<file path="src/rtl/imem_loader.sv">
// imem_loader
//   Boot-time program loader. Consumes a byte stream framed as
//   LEN_HI, LEN_LO, 4*N data bytes (big-endian words), XOR checksum byte.
//   Each assembled word is written to consecutive instruction-memory word
//   addresses. The processor is held in reset until a frame loads with a
//   matching checksum.
//
// Ports
//   clk, reset       clock; asynchronous active-high reset
//   start_i          one-cycle pulse, begins a load from IDLE/DONE/ERROR
//   in_valid_i       in_data_i holds a stream byte
//   in_data_i        stream byte
//   in_ready_o       loader accepts a byte this cycle
//   mem_we_o         instruction memory write strobe (one cycle per word)
//   mem_addr_o       word-aligned byte address of the write
//   mem_wdata_o      word to write
//   cpu_reset_o      hold processor in reset
//   done_o           frame loaded, checksum matched (level)
//   error_o          length overflow or checksum mismatch (level)
module imem_loader #(
  parameter int ADDR_WIDTH = 8
) (
  input  logic                  clk,
  input  logic                  reset,
  input  logic                  start_i,
  input  logic                  in_valid_i,
  input  logic [7:0]            in_data_i,
  output logic                  in_ready_o,
  output logic                  mem_we_o,
  output logic [ADDR_WIDTH+1:0] mem_addr_o,
  output logic [31:0]           mem_wdata_o,
  output logic                  cpu_reset_o,
  output logic                  done_o,
  output logic                  error_o
);

  localparam logic [31:0] MAX_WORDS = 32'd1 << ADDR_WIDTH;

  typedef enum logic [2:0] {
    S_IDLE, S_LEN_HI, S_LEN_LO, S_DATA, S_CHECK, S_DONE, S_ERROR
  } state_e;

  state_e                state_q, state_d;
  logic [7:0]            len_hi_q, len_hi_d;
  logic [15:0]           len_q, len_d;
  // One bit wider than the address so a full-memory frame counts to 2^AW.
  logic [ADDR_WIDTH:0]   word_cnt_q, word_cnt_d;
  logic [1:0]            byte_cnt_q, byte_cnt_d;
  logic [7:0]            csum_q, csum_d;
  // Holds the first three bytes of the word being assembled.
  logic [23:0]           shift_q, shift_d;
  logic                  we_q, we_d;
  logic [ADDR_WIDTH+1:0] addr_q, addr_d;
  logic [31:0]           wdata_q, wdata_d;
  logic                  cpu_rst_q, cpu_rst_d;
  logic                  done_q, done_d;
  logic                  err_q, err_d;

  logic        accept;
  logic [15:0] len_rx;

  assign in_ready_o = (state_q == S_LEN_HI) || (state_q == S_LEN_LO) ||
                      (state_q == S_DATA)   || (state_q == S_CHECK);
  assign accept     = in_valid_i && in_ready_o;
  assign len_rx     = {len_hi_q, in_data_i};

  always_ff @(posedge clk or posedge reset) begin
    if (reset) begin
      state_q    <= S_IDLE;
      len_hi_q   <= '0;
      len_q      <= '0;
      word_cnt_q <= '0;
      byte_cnt_q <= '0;
      csum_q     <= '0;
      shift_q    <= '0;
      we_q       <= 1'b0;
      addr_q     <= '0;
      wdata_q    <= '0;
      cpu_rst_q  <= 1'b1;
      done_q     <= 1'b0;
      err_q      <= 1'b0;
    end else begin
      state_q    <= state_d;
      len_hi_q   <= len_hi_d;
      len_q      <= len_d;
      word_cnt_q <= word_cnt_d;
      byte_cnt_q <= byte_cnt_d;
      csum_q     <= csum_d;
      shift_q    <= shift_d;
      we_q       <= we_d;
      addr_q     <= addr_d;
      wdata_q    <= wdata_d;
      cpu_rst_q  <= cpu_rst_d;
      done_q     <= done_d;
      err_q      <= err_d;
    end
  end

  always_comb begin
    state_d    = state_q;
    len_hi_d   = len_hi_q;
    len_d      = len_q;
    word_cnt_d = word_cnt_q;
    byte_cnt_d = byte_cnt_q;
    csum_d     = csum_q;
    shift_d    = shift_q;
    we_d       = 1'b0;   // strobe: never held across a stall
    addr_d     = addr_q;
    wdata_d    = wdata_q;
    cpu_rst_d  = cpu_rst_q;
    done_d     = done_q;
    err_d      = err_q;

    case (state_q)
      S_IDLE, S_DONE, S_ERROR: begin
        if (start_i) begin
          state_d    = S_LEN_HI;
          word_cnt_d = '0;
          byte_cnt_d = '0;
          csum_d     = '0;
          done_d     = 1'b0;
          err_d      = 1'b0;
          cpu_rst_d  = 1'b1;
        end
      end

      S_LEN_HI: begin
        if (accept) begin
          len_hi_d = in_data_i;
          state_d  = S_LEN_LO;
        end
      end

      S_LEN_LO: begin
        if (accept) begin
          len_d = len_rx;
          if (32'(len_rx) > MAX_WORDS) begin
            state_d = S_ERROR;
            err_d   = 1'b1;
          end else if (len_rx == 16'd0) begin
            state_d = S_CHECK;
          end else begin
            state_d = S_DATA;
          end
        end
      end

      S_DATA: begin
        if (accept) begin
          csum_d     = csum_q ^ in_data_i;
          byte_cnt_d = byte_cnt_q + 2'd1;
          shift_d    = {shift_q[15:0], in_data_i};
          if (byte_cnt_q == 2'd3) begin
            we_d       = 1'b1;
            wdata_d    = {shift_q, in_data_i};
            addr_d     = {word_cnt_q[ADDR_WIDTH-1:0], 2'b00};
            word_cnt_d = word_cnt_q + 1'b1;
            if (32'(word_cnt_q) + 32'd1 == 32'(len_q))
              state_d = S_CHECK;
          end
        end
      end

      S_CHECK: begin
        if (accept) begin
          if (in_data_i == csum_q) begin
            state_d   = S_DONE;
            done_d    = 1'b1;
            cpu_rst_d = 1'b0;
          end else begin
            state_d = S_ERROR;
            err_d   = 1'b1;
          end
        end
      end

      default: state_d = S_IDLE;
    endcase
  end

  assign mem_we_o    = we_q;
  assign mem_addr_o  = addr_q;
  assign mem_wdata_o = wdata_q;
  assign cpu_reset_o = cpu_rst_q;
  assign done_o      = done_q;
  assign error_o     = err_q;

endmodule
</file>
<file path="config.mk">
export PLATFORM = sky130hd
export DESIGN_NAME = imem_loader
export DESIGN_NICKNAME = d
export VERILOG_FILES = /design/src/rtl/imem_loader.sv
export SDC_FILE = /design/constraint.sdc
export NUM_CORES = 1
export LEC_CHECK = 0
export BUFFER_PORTS_ARGS = -buffer_cell sky130_fd_sc_hd__buf_2
export CAP_MARGIN = 20
export CORE_ASPECT_RATIO = 0.6
export CORE_MARGIN = 2
export CORE_UTILIZATION = 58
export DETAILED_ROUTE_END_ITERATION = 16
export PLACE_DENSITY = 0.79
export SYNTH_ARGS = -nofsm -noshare
export SYNTH_HDL_FRONTEND = slang
export SYNTH_SLANG_ARGS = --single-unit
export TNS_END_PERCENT = 30
</file>
<file path="constraint.sdc">
create_clock -name clk -period 3.64 [get_ports clk]
set_input_delay 0.364 -clock clk [delete_from_list [all_inputs] [get_ports clk]]
set_output_delay 0.364 -clock clk [all_outputs]
set_load 0.005 [all_outputs]
</file>
==> run metrics <==
library cells used by synthesis=63; cells after synthesis=530; CP max FO=31; TritonRoute pass-1 iters=7; GRT Total Usage=0.275; Clk Latency, worst-skew pair=0.41 ns; clock skew=0.00715 ns; register area=2850 um^2; Site Rows=27; CTS sink cnt=114; Crit path arrival time=2.80 ns; Hold Path Class=input port to asynchronous set/reset pin; die height=78.3 um; final core occ=0.694; H-tree depth=4; hold buffers post-CTS=0; Overflow after GRT=0; IO buf count=56; crit share post-route=0.689; Antenna diodes=0; post-DR wirelength/cell=17.8 um; final slew viol count=0; crit path time final=2.51 ns; pwr dens=781 nW/um^2; Tightest Pin Transition=0.932 ns; type of destination of the critical path=register; Antenna Nets Post-Route=0; syn_area_per_cell=10.1 um^2; Post-synth EDFFs=0; register area share after synthesis=0.534; final hold violation count=0; worst r2r src=state_q[0]$_DFFE_PP0P_; setup slack, reg-to-reg=1.13 ns; Leak Pwr=3.13 nW; CP required=3.93 ns; status=complete, no violations; setup bufs post-CTS=0; core box area=9050 um^2; CTS resizes=0; Starting Density=0.590; Crit Reg-Reg Endpoint=mem_addr_o[9]$_DFFE_PP0P_; R2R cell count=5; flops & latches, synth=114; Layout Nets=596; CTS buffer count=17; vias in the first global route=4028; DRC viols=0; final setup fails=0; largest net degree at the start of global routing=67; Peak VDD IR=0.498 mV; DRT iter0 DRCs=464; async set-or-reset flop fraction in the synthesized netlist=1.00; Setup TNS=0 ns; Worst-path clk slew=0.06 ns; fillers=663; Power Total=0.00491 W; initial antenna violation count=0; Ys Warns=0; first-pass GRT wire length=21000 um; via count=4146; CTS tree=done; layout overhead on the synthesized area=17.6%; I/O pins=59; DRT Wirelength=12600 um; clk root buf=clkbuf_16; RD Place Congestion=0.892; chip width=128 um; WS Path Type=register to register; Post-Syn Area=5340 um^2; hpwl dp=7970 um; routed vias/inst=5.83; maxcap violations=0; die area=10000 um^2; Max-Slew Margin vs Limit=0.378; fraction of layout cells with a size suffix above 1=0.237; clock buffer depth=2; Startpoint Class=register; unrepaired setup endpoints after global routing=no; Multi-input gate area=2290 um^2; ys flop type=dfrtp_1; Max Freq=398 MHz
-- power breakdown --
group | total, W | internal, W | switching [W]
registers | 0.00198 | 0.00167 | 0.000312
clock network | 0.00182 | 0.00125 | 0.000573
logic | 0.00111 | 0.000551 | 0.000561
-- cells by family after synthesis --
| family | share of synthesized area |
|---|---|
| AND/OR/NAND/NOR | 0.199 |
| flip-flops | 0.534 |
| AO/OA/AOI/OAI | 0.0890 |
| multiplexers | 0.0967 |
| buffers and inverters | 0.0384 |
| XOR/XNOR | 0.0377 |
| adder cells (fa/ha/maj) | 0.00468 |
| other | 0.000702 |
-- worst max path at each step --
| stage | start | to | cells past startpoint |
|---|---|---|---|
| after floorplan | reset | byte_cnt_q[0]$_DFFE_PP0P_ | 1 |
| after global placement | state_q[0]$_DFFE_PP0P_ | mem_addr_o[9]$_DFFE_PP0P_ | 5 |
| after detailed placement | state_q[0]$_DFFE_PP0P_ | mem_addr_o[9]$_DFFE_PP0P_ | 5 |
| after CTS | state_q[0]$_DFFE_PP0P_ | mem_addr_o[9]$_DFFE_PP0P_ | 5 |
| after global routing | state_q[0]$_DFFE_PP0P_ | mem_addr_o[9]$_DFFE_PP0P_ | 5 |
| final | state_q[0]$_DFFE_PP0P_ | mem_addr_o[9]$_DFFE_PP0P_ | 5 |
-- through the flow --
stage	hold slack, ns	instance area, um^2	worst slack [ns]	std cells
floorplan	0.439	5350	0.262	531
global placement	0.452	5640	1.28	679
detailed placement	0.458	5640	1.21	679
CTS	0.150	6280	1.17	711
global route	0.193	6280	0.966	711
finish	0.108	6280	1.13	711
-- worst max-delay path, cell delays in order (launching register included) --
cell     delay (ns)
dfrtp_1        0.64
nor2b_4        0.29
and3_1         0.21
nand2_2        0.31
inv_2          0.53
mux2_2         0.39
-- cells in the final DEF, fill, tap and decap left out, drive strengths merged, types with 2 or more instances in the layout --
cell type,instances
conb,2
clkinv,3
nand3,11
and4,2
nand4,5
nor4b,3
nor3b,3
a31oi,4
nor2b,4
dfrtp,113
a21oi,11
o211ai,3
xor2,4
nor3,5
ha,2
o21ai,37
xnor2,19
nand2,164
inv,9
buf,61
and3,2
nand2b,3
bufinv,5
clkbuf,22
a22o,3
mux2i,4
mux2,39
nand3b,2
clkinvlp,2
nor2,24
nor4,4
-- layout make-up --
class                   count  share of cell area
inverters                   9             0.00577
repair buffers             61              0.0506
flip-flops and latches    114               0.454
clock inverters            10              0.0287
well taps                 116              0.0231
clock buffers              22              0.0739
multi-input cells         379               0.364
-- cells in the mapped netlist, drive strengths merged (4+ instances only) --
cell    number  share of area
o21ai       37          0.035
clkbuf       5         0.0035
inv          9         0.0063
nor2        24          0.018
xor2         4         0.0066
buf         24          0.029
nor2b        4         0.0061
nor4         4         0.0070
xnor2       19          0.031
nand4        5         0.0070
mux2        39          0.089
a21oi       11          0.010
nand2      164           0.12
nor3         5         0.0056
mux2i        4         0.0075
nand3       11          0.012
a31oi        4         0.0047
dfrtp      113           0.53
-- layer usage --
metal / GRT usage / vias up / wire length [um]
met4: 0.0879 / 0 / 181
met3: 0.0920 / 23 / 1160
met1: 0.399 / 2012 / 5880
li1: - / 1902 / -
met2: 0.393 / 209 / 5420
met5: 0 / - / 0
-- sequential cells by signal (all words and copies together) (netlist names) --
| register | flops |
|---|---|
| mem_wdata_o | 32 |
| shift_q | 24 |
| len_q | 16 |
| word_cnt_q | 9 |
| csum_q | 8 |
| len_hi_q | 8 |
| mem_addr_o | 8 |
| state_q | 3 |
| byte_cnt_q | 2 |
| cpu_reset_o | 1 |
| done_o | 1 |
| error_o | 1 |
| mem_we_o | 1 |
Note: power is estimated with default switching activity, not from simulation.
